### src/rtl/rij_pkg.sv
// Shared encodings for the RIJ multicycle controller: FSM states, opcodes, functs, ALU ops and mux selects.
// Also holds the helper that identifies instructions whose writeback is suppressed on overflow.
package rij_pkg;

   typedef enum logic [3:0] {
      ST_IF     = 4'd0,
      ST_ID     = 4'd1,
      ST_EX_R   = 4'd2,
      ST_EX_I   = 4'd3,
      ST_EX_MA  = 4'd4,
      ST_MEM_RD = 4'd5,
      ST_MEM_WR = 4'd6,
      ST_WB     = 4'd7,
      ST_BR     = 4'd8,
      ST_JMP    = 4'd9
   } rij_state_e;

   localparam logic [5:0] OP_RTYPE = 6'b000000;
   localparam logic [5:0] OP_ADDI  = 6'b001000;
   localparam logic [5:0] OP_ANDI  = 6'b001100;
   localparam logic [5:0] OP_ORI   = 6'b001101;
   localparam logic [5:0] OP_XORI  = 6'b001110;
   localparam logic [5:0] OP_SLTIU = 6'b001011;
   localparam logic [5:0] OP_LW    = 6'b100011;
   localparam logic [5:0] OP_SW    = 6'b101011;
   localparam logic [5:0] OP_BEQ   = 6'b000100;
   localparam logic [5:0] OP_BNE   = 6'b000101;
   localparam logic [5:0] OP_J     = 6'b000010;

   localparam logic [5:0] FN_AND  = 6'b100100;
   localparam logic [5:0] FN_OR   = 6'b100101;
   localparam logic [5:0] FN_XOR  = 6'b100110;
   localparam logic [5:0] FN_XNOR = 6'b100111;
   localparam logic [5:0] FN_ADD  = 6'b100000;
   localparam logic [5:0] FN_SUB  = 6'b100010;
   localparam logic [5:0] FN_SLTU = 6'b101011;
   localparam logic [5:0] FN_SLL  = 6'b000100;

   localparam logic [2:0] ALU_AND  = 3'b000;
   localparam logic [2:0] ALU_OR   = 3'b001;
   localparam logic [2:0] ALU_XOR  = 3'b010;
   localparam logic [2:0] ALU_XNOR = 3'b011;
   localparam logic [2:0] ALU_ADD  = 3'b100;
   localparam logic [2:0] ALU_SUB  = 3'b101;
   localparam logic [2:0] ALU_SLTU = 3'b110;
   localparam logic [2:0] ALU_SLL  = 3'b111;

   localparam logic [1:0] PC_SRC_SEQ = 2'b00;
   localparam logic [1:0] PC_SRC_BR  = 2'b01;
   localparam logic [1:0] PC_SRC_JMP = 2'b10;

   localparam logic [1:0] WRS_RD  = 2'b00;
   localparam logic [1:0] WRS_RT  = 2'b01;
   localparam logic [1:0] WDS_ALU = 2'b00;
   localparam logic [1:0] WDS_MEM = 2'b01;

   function automatic logic is_ovf_checked(input logic [5:0] op, input logic [5:0] funct);
      return (op == OP_ADDI) ||
             ((op == OP_RTYPE) && ((funct == FN_ADD) || (funct == FN_SUB)));
   endfunction

endpackage

### src/rtl/rij_alu_op_dec.sv
// Combinational op/funct decode into ALU operation, immediate handling and legality.
// Zero latency; pure function of the instruction fields.
module rij_alu_op_dec
   import rij_pkg::*;
(
   input  logic [5:0] i_op,
   input  logic [5:0] i_funct,
   output logic [2:0] o_alu_op,
   output logic       o_imm_s,
   output logic       o_rt_imm_s,
   output logic       o_legal
);

   always_comb begin
      o_alu_op   = ALU_AND;
      o_imm_s    = 1'b0;
      o_rt_imm_s = 1'b0;
      o_legal    = 1'b0;
      case (i_op)
         OP_RTYPE: begin
            o_legal = 1'b1;
            case (i_funct)
               FN_AND:  o_alu_op = ALU_AND;
               FN_OR:   o_alu_op = ALU_OR;
               FN_XOR:  o_alu_op = ALU_XOR;
               FN_XNOR: o_alu_op = ALU_XNOR;
               FN_ADD:  o_alu_op = ALU_ADD;
               FN_SUB:  o_alu_op = ALU_SUB;
               FN_SLTU: o_alu_op = ALU_SLTU;
               FN_SLL:  o_alu_op = ALU_SLL;
               default: o_legal  = 1'b0;
            endcase
         end
         OP_ADDI: begin
            o_alu_op = ALU_ADD;  o_imm_s = 1'b1; o_rt_imm_s = 1'b1; o_legal = 1'b1;
         end
         OP_ANDI: begin
            o_alu_op = ALU_AND;  o_rt_imm_s = 1'b1; o_legal = 1'b1;
         end
         OP_ORI: begin
            o_alu_op = ALU_OR;   o_rt_imm_s = 1'b1; o_legal = 1'b1;
         end
         OP_XORI: begin
            o_alu_op = ALU_XOR;  o_rt_imm_s = 1'b1; o_legal = 1'b1;
         end
         OP_SLTIU: begin
            o_alu_op = ALU_SLTU; o_imm_s = 1'b1; o_rt_imm_s = 1'b1; o_legal = 1'b1;
         end
         // Loads/stores compute base + sign-extended offset.
         OP_LW, OP_SW: begin
            o_alu_op = ALU_ADD;  o_imm_s = 1'b1; o_rt_imm_s = 1'b1; o_legal = 1'b1;
         end
         OP_BEQ, OP_BNE: begin
            o_alu_op = ALU_SUB;  o_legal = 1'b1;
         end
         OP_J: o_legal = 1'b1;
         default: ;
      endcase
   end

endmodule

### src/rtl/rij_ctrl_fsm.sv
// Multicycle RIJ control FSM: IF/ID then per-class execute, memory and writeback states.
// Latency 2-5 cycles per instruction, never stalls; reset overrides all outputs combinationally.
module rij_ctrl_fsm
   import rij_pkg::*;
(
   input  logic       clk,
   input  logic       rst,
   input  logic [5:0] op,
   input  logic [5:0] funct,
   input  logic       zf,
   input  logic       of,
   output logic [2:0] alu_op,
   output logic       pc_write,
   output logic [1:0] pc_src,
   output logic       ir_write,
   output logic       reg_write,
   output logic [1:0] w_r_s,
   output logic [1:0] wr_data_s,
   output logic       rt_imm_s,
   output logic       imm_s,
   output logic       mem_write,
   output logic       illegal,
   output logic [3:0] state
);

   rij_state_e r_state;
   rij_state_e w_next_state;
   logic [2:0] r_alu_op;
   logic       r_of;

   logic [2:0] w_dec_alu_op;
   logic       w_dec_imm_s;
   logic       w_dec_rt_imm_s;
   logic       w_dec_legal;

   rij_alu_op_dec u_dec (
      .i_op       (op),
      .i_funct    (funct),
      .o_alu_op   (w_dec_alu_op),
      .o_imm_s    (w_dec_imm_s),
      .o_rt_imm_s (w_dec_rt_imm_s),
      .o_legal    (w_dec_legal)
   );

   always_ff @(posedge clk) begin
      if (rst) begin
         r_state  <= ST_IF;
         r_alu_op <= ALU_AND;
         r_of     <= 1'b0;
      end else begin
         r_state <= w_next_state;
         if (r_state == ST_ID)
            r_alu_op <= w_dec_alu_op;
         if ((r_state == ST_EX_R) || (r_state == ST_EX_I))
            r_of <= of;
      end
   end

   always_comb begin
      w_next_state = ST_IF;
      case (r_state)
         ST_IF: w_next_state = ST_ID;
         ST_ID: begin
            if (w_dec_legal) begin
               case (op)
                  OP_RTYPE:                                  w_next_state = ST_EX_R;
                  OP_ADDI, OP_ANDI, OP_ORI, OP_XORI, OP_SLTIU: w_next_state = ST_EX_I;
                  OP_LW, OP_SW:                              w_next_state = ST_EX_MA;
                  OP_BEQ, OP_BNE:                            w_next_state = ST_BR;
                  OP_J:                                      w_next_state = ST_JMP;
                  default:                                   w_next_state = ST_IF;
               endcase
            end
         end
         ST_EX_R, ST_EX_I: w_next_state = ST_WB;
         ST_EX_MA:  w_next_state = (op == OP_LW) ? ST_MEM_RD : ST_MEM_WR;
         ST_MEM_RD: w_next_state = ST_WB;
         default:   w_next_state = ST_IF;
      endcase
   end

   always_comb begin
      alu_op    = r_alu_op;
      pc_write  = 1'b0;
      pc_src    = PC_SRC_SEQ;
      ir_write  = 1'b0;
      reg_write = 1'b0;
      w_r_s     = WRS_RD;
      wr_data_s = WDS_ALU;
      rt_imm_s  = 1'b0;
      imm_s     = 1'b0;
      mem_write = 1'b0;
      illegal   = 1'b0;
      state     = r_state;
      // The IR is only trustworthy after IF, so data selects follow it from ID on.
      if (r_state != ST_IF) begin
         w_r_s     = (op == OP_RTYPE) ? WRS_RD : WRS_RT;
         wr_data_s = (op == OP_LW) ? WDS_MEM : WDS_ALU;
         imm_s     = w_dec_imm_s;
      end
      case (r_state)
         ST_IF: begin
            ir_write = 1'b1;
            pc_write = 1'b1;
         end
         ST_ID:             illegal   = ~w_dec_legal;
         ST_EX_I, ST_EX_MA: rt_imm_s  = w_dec_rt_imm_s;
         ST_MEM_WR:         mem_write = 1'b1;
         ST_WB:             reg_write = ~(r_of & is_ovf_checked(op, funct));
         ST_BR: begin
            pc_src   = PC_SRC_BR;
            pc_write = (op == OP_BNE) ? ~zf : zf;
         end
         ST_JMP: begin
            pc_src   = PC_SRC_JMP;
            pc_write = 1'b1;
         end
         default: ;
      endcase
      if (rst) begin
         alu_op    = ALU_AND;
         pc_write  = 1'b0;
         pc_src    = PC_SRC_SEQ;
         ir_write  = 1'b0;
         reg_write = 1'b0;
         w_r_s     = WRS_RD;
         wr_data_s = WDS_ALU;
         rt_imm_s  = 1'b0;
         imm_s     = 1'b0;
         mem_write = 1'b0;
         illegal   = 1'b0;
         state     = ST_IF;
      end
   end

endmodule

### config.mk
export PLATFORM = sky130hd
export DESIGN_NAME = rij_ctrl_fsm
export DESIGN_NICKNAME = d
export VERILOG_FILES = /design/src/rtl/rij_pkg.sv /design/src/rtl/rij_alu_op_dec.sv /design/src/rtl/rij_ctrl_fsm.sv
export SDC_FILE = /design/constraint.sdc
export NUM_CORES = 1
export LEC_CHECK = 0
export BUFFER_PORTS_ARGS = -buffer_cell sky130_fd_sc_hd__buf_2
export CAP_MARGIN = 0
export CORE_UTILIZATION = 50
export DETAILED_ROUTE_END_ITERATION = 10
export PLACE_DENSITY = 0.8
export SETUP_SLACK_MARGIN = 0.15
export SKIP_LAST_GASP = 1
export SYNTH_ARGS = -nofsm -noshare
export SYNTH_HDL_FRONTEND = slang
export SYNTH_SLANG_ARGS = --single-unit
### constraint.sdc
create_clock -name clk -period 2 [get_ports clk]
set_input_delay 0.4 -clock clk [delete_from_list [all_inputs] [get_ports clk]]
set_output_delay 0.4 -clock clk [all_outputs]
set_load 0.02 [all_outputs]
==> results.md, run 1 <==
- Fin. Hold Viols: 0
- Layout cells sized above 1: 0.464
- Critical Path End Type: output pin
- Power Density: 498 mW/mm^2
- Max rail drop VDD: ~0.29 mV
- Number of flops mapped to enable cells by yosys: 0
- DR WL/cell: between 15 and 20 um
- # nets final: 227
- Global route overflow: 0
- Residual DRC: 0
- Final Core Density: 0.838
- Min cycle time layout: about 2.2 ns
- Yosys reg bits: 8
- Drt first pass iters: 4
- First-pass GRT wire length: 4.98 mm
- Cell Count Post-Placement: about 220
- Die area: between 0.002 and 0.0025 mm^2
- Detail Route Antenna Nets: 0
- Multiplexer share of the synthesized area: 0.0286
- Area of the mapped netlist: 0.00105 mm^2
- TritonCTS clock tree: yes
- Area Growth Syn to Fin: 56.4%
- # fillers: 120
- Max_cap viols: 0
- Max Clk Rate: approximately 0.45 GHz
- Largest net degree at the start of global routing: 18
- Ys flop type: dfxtp_1
- Setup Crit Path Kind: in2out
- IO buf count: 33
- CP max FO: 2
- Main combinational cell family by area after synthesis: simple AND/OR/NAND/NOR gates
- Design area: about 0.0016 mm^2
- Mapped Cells: ~160
- Rows: 16
- Antenna cells: 0
- Synthesized area per cell: roughly 6.8 um^2
- Die Width: roughly 48 um
- Via count: 1384
- Most frequent cells in the layout: buf_4, buf_2, nand2_1
- Post-route insts no fill: approximately 240
- Post-Synth Simple-Gate Area: 0.445
- Synth Area in XOR/XNOR: 0.0250
- H-Tree Depth: 1
- Arrival @ worst endpoint: ~1.8 ns
- Max-slew violation count: 0
- Synth Area in Compound Gates: 0.258
- Critical path launch point type: primary input
- Commonest non-fill, non-tap cell in the layout: buf_4
- Fin Clk Skew: between 0.003 and 0.004 ns
- Synth unique cells: 49
- Ys async rst share: 0
- Clock root cell: clkbuf_4
- Die Ht: between 40 and 50 um
- Sequential-to-total area share from yosys stat: 0.152
- CTS Buf Count: 3
- Placer Congestion: between 0.9 and 1
- Number of vias per cell: 5.86
- Worst hold path type: in2reg
- Clk pin slew, worst setup/hold paths: 0.06 ns
- Violated checks: negative setup slack
- RSZ-0062 raised after global routing: yes
- Starting Density: 0.536
- Status: complete, but fails checks
- Placed inst area: ~0.0014 mm^2
- Core footprint: between 0.0015 and 0.002 mm^2
- DR iter-0 viols: 35
- Gr usage total: 0.308
- Vias in the first global route: between 1000 and 1500
- Data required time at the worst endpoint: 1.60 ns
- Final setup margin: -0.211 ns
- Hold-fix buffers, CTS: 0
- Final Setup Violations: 3
- Clock Latency Late Sink: 0.25 ns
- Leak: 0.711 nW
- Clock Sinks: 8
- Post-DP HPWL: roughly 2.2 mm
- WL final: roughly 3.6 mm
- Final period util: 1.11
- Max clock buf depth: 2
- Post-Synth Adder-Cell Area: 0
- Ports: 36
- Syn. warnings: 0
- Initial antenna violation count: 0
- Power, Total: slightly above 0.8 mW
what timing repair did:
action	CTS	global route
setup endpoints to repair	7	8
setup buffers	9	2
resized for setup	29	9
pin swaps	13	4
state kept, by name, summed over array words and instances, names as in the netlist:
name,cells
r_state,4
r_alu_op,3
r_of,1
logic make-up (layout without fill, tap and decap cells):
group,after synthesis,count (layout)
and+or+nand+nor,82,82
AOI/OAI and AO/OA,38,38
other,1,2
xor gates and xnor gates,3,3
muxes,3,3
buffers and inverters,20,73
DFF,8,8
metal layers:
metal / part of all wire / vias to the layer above / wire length (um) / global-route usage
met4: 0.015 / 0 / 53 / 0.0833
met2: 0.50 / 64 / 1820 / 0.565
met5: 0 / - / 0 / 0
li1: - / 671 / - / -
met1: 0.42 / 643 / 1520 / 0.371
met3: 0.062 / 6 / 223 / 0.0415
report_power, final:
part / total (mW) / switching [mW] / internal, mW
sequential: 0.201 / 0.0234 / 0.177
clock: 0.123 / 0.0547 / 0.0687
combinational: 0.495 / 0.262 / 0.232
worst max-delay path: stages:
cell     delay, ns
buf_6         0.09
or4_4         0.53
or2_4         0.26
o32ai_4       0.27
a21oi_2       0.09
buf_4         0.16
cell usage after synthesis (2+ instances only):
cell type / number / area share
dfxtp_1: 8 / 0.15
buf_4: 2 / 0.014
inv_1: 4 / 0.014
or2_2: 4 / 0.024
a21boi_0: 2 / 0.014
o211ai_1: 3 / 0.021
nor3_1: 5 / 0.024
or3b_2: 2 / 0.017
xnor2_1: 2 / 0.017
clkbuf_1: 7 / 0.025
a31oi_1: 2 / 0.012
nand3_1: 2 / 0.0095
nand3b_1: 2 / 0.014
a21oi_1: 5 / 0.024
buf_2: 7 / 0.033
a211oi_1: 4 / 0.029
nand2b_1: 10 / 0.060
nor2_1: 16 / 0.057
nor2b_1: 10 / 0.060
o21ai_0: 6 / 0.029
mux2i_1: 3 / 0.029
o31a_1: 2 / 0.017
nor4_1: 5 / 0.030
nand2_1: 15 / 0.054
o21ai_1: 3 / 0.014
worst paths after layout:
check             start     endpoint  slack (ns)  cells after the start
max            funct[4]    reg_write       -0.21                      6
min                  of         r_of        0.40                      3
max reg2reg  r_state[0]  r_alu_op[0]        0.31                      5
min reg2reg        r_of         r_of        0.54                      2
metrics by stage:
step	setup WS, ns	hold slack (ns)	setup TNS (ns)
2_1_floorplan	0.0712	0.485	0
3_3_place_gp	-0.193	0.508	-0.329
3_5_place_dp	-0.200	0.529	-0.346
4_1_cts	-0.187	0.389	-0.238
5_1_grt	-0.235	0.451	-0.427
6_report	-0.211	0.395	-0.305
final cells by class:
type / instances / area (um^2) / area share
multi-input cells: 128 / 908 / 0.553
well taps: 27 / 33.8 / 0.0205
inverters: 4 / 15.0 / 0.00913
repair buffers: 66 / 503 / 0.306
clock buffers: 3 / 22.5 / 0.0137
flip-flops and latches: 8 / 161 / 0.0982
No activity file was read; power rests on OpenSTA's default activity.
==> inputs of run 2 (changes only) <==
- ABC_AREA: not set -> 1
- CORE_UTILIZATION: 50 -> 46
- PLACE_DENSITY: 0.8 -> 0.78
==> run 2 against run 1 <==
Net effect:
- the run now ends clean
- largest power group unchanged
- sequential power up 16%
- power up 5.6%
- via count down 18%
- final area down 34%
- die area down 15%
- maximum frequency up 21%
- hold slack better by 0.020 ns
- critical path depth up 2
- clock skew up 0.0078 ns
- synthesized area down 22%
==> results.md, run 2 <==
- TritonCTS clock tree: yes
- Yosys reg bits: 8
- Post-DP HPWL: 1.72 mm
- Die Ht: about 44 um
- WL final: 2.35 mm
- H-Tree Depth: 1
- Synth top cells by count: nor2_1, nand2_1, inv_1
- Area Growth Syn to Fin: 33.3%
- Starting Density: 0.517
- Max rail drop VDD: approximately 0.48 mV
- Ys flop type: dfxtp_1
- Number of vias per cell: between 5 and 6
- Clock Latency Late Sink: about 0.26 ns
- Final Core Density: 0.690
- IO buf count: 33
- Critical Path End Type: output pin
- RSZ-0062 raised after global routing: yes
- Leak: 0.618 nW
- Detail Route Antenna Nets: 0
- Clock root cell: clkbuf_4
- Layout cells sized above 1: 0.306
- Cell Count Post-Placement: 204
- Cell taking the most area after synthesis: dfxtp_1
- Biggest regs: r_state: 4 flops, r_alu_op: 3 flops, r_of: 1 flops
- Placed inst area: about 1000 um^2
- Setup Crit Path Kind: in2out
- Data required time at the worst endpoint: around 1.6 ns
- Gr usage total: 0.245
- Synth unique cells: 21
- Critical path launch point type: primary input
- Max-slew violation count: 0
- Antenna cells: 0
- # nets final: 211
- Fin. Hold Viols: 0
- Via count: 1137
- Worst hold path type: in2reg
- Initial antenna violation count: 0
- Global route overflow: 0
- # fillers: approximately 160
- Core footprint: roughly 0.0016 mm^2
- Synthesized area per cell: 5.20 um^2
- Count leader, synth: nor2_1
- First-pass GRT wire length: 3.63 mm
- Fin Clk Skew: approximately 0.011 ns
- DR WL/cell: roughly 11 um
- Ys async rst share: 0
- Ports: 36
- Min cycle time layout: about 1.8 ns
- Number of flip-flops in the largest register: 4
- Placer Congestion: approximately 0.95
- Synth area leaders: dfxtp_1, nor2_1, nand2_1
- CP max FO: 8
- Die Width: 44.1 um
- DR iter-0 viols: 54
- Mapped Cells: approximately 160
- Final period util: 0.911
- Most frequent cells in the layout: nor2_1, nand2_1, buf_2
- Die area: around 0.0019 mm^2
- Rows: 14
- Arrival @ worst endpoint: approximately 1.4 ns
- Setup tns final: 0 ns
- Drt first pass iters: 6
- Post-route insts no fill: 209
- Design area: roughly 0.0011 mm^2
- Power, Total: 0.864 mW
- Max clock buf depth: 2
- Hold-fix buffers, CTS: 0
- Biggest register: r_state
- Status: completed
- Yosys top cell area share: 0.196
- Clk pin slew, worst setup/hold paths: 0.05 ns
- Max Clk Rate: ~0.55 GHz
- Syn. warnings: 0
- Commonest non-fill, non-tap cell in the layout: nor2_1
- Max_cap viols: 0
- Area of the mapped netlist: just over 800 um^2
- Power Density: ~790 mW/mm^2
- Vias in the first global route: 941
- CTS Buf Count: 3
- Largest net degree at the start of global routing: 15
- Sequential-to-total area share from yosys stat: 0.196
- Clock Sinks: 8
- Number of flops mapped to enable cells by yosys: 0
- Residual DRC: 0
- Final Setup Violations: 0
run 2: worst paths after layout:
check / from / to / slack, ns / cells past startpoint
worst min register to register: r_of / r_of / 0.51 / 2
worst min-delay path: of / r_of / 0.42 / 3
worst max register to register: r_state[1] / r_state[0] / 0.74 / 5
worst max-delay path: op[4] / illegal / 0.18 / 8
run 2: repair_timing:
| action | CTS | global route |
|---|---|---|
| gates cloned | 0 | 0 |
| gates resized for setup | 2 | 17 |
| endpoints found under the setup margin | 2 | 6 |
| buffers inserted | 0 | 2 |
| pin swaps | 0 | 5 |
run 2: metal layers:
layer | wire length, um | up-vias | GRT usage | share of wire
li1 | - | 565 | - | -
met1 | 999 | 499 | 0.282 | 0.43
met2 | 1150 | 60 | 0.447 | 0.49
met3 | 141 | 13 | 0.0531 | 0.060
met4 | 55 | 0 | 0.0727 | 0.023
met5 | 0 | - | 0 | 0
run 2: critical path, stage by stage:
cell and delay (ns):
buf_2 0.12, nor2_4 0.20, nand3_1 0.19, nand4_1 0.18, nor2_1 0.05, nand2_1 0.08, nor2_1 0.05, buf_4 0.15
run 2: final cells by class:
cell class                      count  area (um^2)  share of cell area
Tap cell                           16         20.0              0.0184
Sequential cell                     8          163               0.150
Clock buffer                        3         22.5              0.0207
Multi-Input combinational cell    121          597               0.549
Timing Repair Buffer               35          188               0.173
Inverter                           26         97.6              0.0898
run 2: report_power, final:
group          internal [mW]  switching, mW
clock                 0.0690         0.0596
combinational          0.163          0.339
sequential             0.199         0.0340
run 2: cells by family (layout without fill, tap and decap cells):
family,count (synthesis),in the layout,synth area share
buffers and inverters,29,64,0.143
AO/OA/AOI/OAI,16,16,0.107
AND/OR/NAND/NOR,102,102,0.538
XOR/XNOR,1,1,0.0107
flip-flops,8,8,0.196
other,1,2,0.00460
run 2: through the flow:
stage / worst slack (ns) / hold WS [ns]
2_1_floorplan: 0.138 / 0.473
3_3_place_gp: 0.139 / 0.495
3_5_place_dp: 0.106 / 0.498
4_1_cts: 0.170 / 0.421
5_1_grt: 0.0599 / 0.439
6_report: 0.179 / 0.415
==> inputs of run 3 (changes only) <==
- PLACE_DENSITY: 0.78 -> not set
- PLACE_DENSITY_LB_ADDON: not set -> 0.15
==> run 3 against run 2 <==
Net effect:
- the run now ends with design-rule violations left
- maximum frequency down 4.2%
- core utilization down 0.87 points
- non-clock buffer count down 1
- die area unchanged
- first-iteration DRC count down 30%
- global-route usage up 0.36 points
- count of clock-buffer cells in the layout unchanged
- worst setup slack worse by 0.080 ns
- final cell count down 0.48%
- critical path depth up 1
- sequential power up 3%
- critical path type unchanged
- largest power group unchanged
==> results.md, run 3 (same netlist as run 2, synthesis figures left out) <==
- Status: complete, but fails checks
- Violated checks: design-rule violations
- Biggest regs: r_state: 4 flops, r_alu_op: 3 flops, r_of: 1 flops
- Detail Route Antenna Nets: 0
- Area of the multi-input gates: between 500 and 600 um^2
- Placer Congestion: about 0.9
- Max clock buf depth: 2
- Starting Density: 0.517
- Clock Sinks: 8
- Worst hold path type: in2reg
- Rows: 14
- Post-DP HPWL: ~1.8 mm
- Residual DRC: 5
- CP max FO: 5
- Most frequent cells in the layout: nor2_1, nand2_1, buf_2
- Vias in the first global route: a little over 900
- Setup tns final: 0 ns
- CTS Buf Count: 3
- Max_cap viols: 0
- Via count: between 1000 and 1500
- # fillers: 153
- Number of flip-flops in the largest register: 4
- Final period util: 0.951
- Clock root cell: clkbuf_4
- Register Area: between 150 and 200 um^2
- Max Clk Rate: between 0.5 and 0.6 GHz
- Fin Clk Skew: roughly 0.00028 ns
- WL final: about 2.3 mm
- IO buf count: 33
- Arrival @ worst endpoint: around 1.5 ns
- Commonest non-fill, non-tap cell in the layout: nor2_1
- Ports: 36
- Die area: between 0.0015 and 0.002 mm^2
- H-Tree Depth: 1
- Global route overflow: 0
- Largest net degree at the start of global routing: 15
- DR iter-0 viols: 38
- Number of vias per cell: roughly 5.3
- Area Growth Syn to Fin: 31.6%
- Data required time at the worst endpoint: approximately 1.6 ns
- Fin. Hold Viols: 0
- # nets final: 210
- Final Setup Violations: 0
- Die Ht: between 40 and 50 um
- Drt first pass iters: 7
- Final Core Density: 0.681
- Max-slew violation count: 0
- Gr usage total: 0.248
- RSZ-0062 raised after global routing: yes
- Core footprint: between 0.0015 and 0.002 mm^2
- Antenna cells: 0
- Clock Latency Late Sink: between 0.2 and 0.3 ns
- Setup Crit Path Kind: in2out
- Max rail drop VDD: approximately 0.74 mV
- First-pass GRT wire length: 3.61 mm
- Leak: approximately 0.61 nW
- Layout cells sized above 1: 0.307
- TritonCTS clock tree: yes
- Hold-fix buffers, CTS: 0
- Die Width: about 44 um
- Clk pin slew, worst setup/hold paths: around 0.05 ns
- DR WL/cell: about 11 um
- Biggest register: r_state
- Critical path launch point type: primary input
- Min cycle time layout: approximately 1.9 ns
- Power Density: 818 mW/mm^2
- Initial antenna violation count: 0
- Critical Path End Type: output pin
[run 3: cell type report]
type,count,share of cell area
clock buffer,3,0.0210
sequential,8,0.152
inverter,26,0.0909
tap,16,0.0186
multi-input combinational,121,0.557
timing repair buffer,34,0.161
[run 3: worst max-delay path, stage by stage]
cell	delay [ns]
buf_2	0.11
inv_1	0.12
nor2_2	0.06
nand3b_1	0.16
nand4_1	0.15
nor2_1	0.12
nand2_1	0.07
nor2_1	0.11
buf_2	0.18
[run 3: metrics by stage]
step	instances	setup slack [ns]	power (mW)	hold WS [ns]	area, um^2
finish	208	0.0988	0.878	0.411	1070
global placement	204	0.108	0.673	0.494	997
detailed placement	204	0.137	0.684	0.504	997
floorplan	158	0.138	0.557	0.473	831
CTS	207	0.147	0.821	0.404	1020
global route	208	0.0261	0.946	0.428	1070
[run 3: final timing paths]
kind / start / end / slack, ns / depth (start not counted)
max: op[3] / illegal / 0.1 / 9
min: of / r_of / 0.41 / 3
max reg2reg: r_state[1] / r_alu_op[0] / 0.81 / 7
min reg2reg: r_of / r_of / 0.51 / 2
[run 3: per-layer routing]
metal | GRT usage | up-vias | wire (um)
met5 | 0 | - | 0
met1 | 0.315 | 481 | 1010
li1 | - | 560 | -
met3 | 0.0694 | 4 | 216
met4 | 0.103 | 0 | 24
met2 | 0.394 | 67 | 1040
[run 3: what timing repair did]
item,4_1_cts,5_1_grt
setup endpoints to repair,2,7
gates resized for setup,2,15
setup buffers,0,1
[run 3: where the power goes]
part	leakage, nW	internal [mW]	total (mW)	switching (mW)
combinational	0.530	0.163	0.511	0.349
sequential	0.0656	0.199	0.240	0.0407
clock	0.0138	0.0689	0.127	0.0579
total	0.609	0.431	0.878	0.447
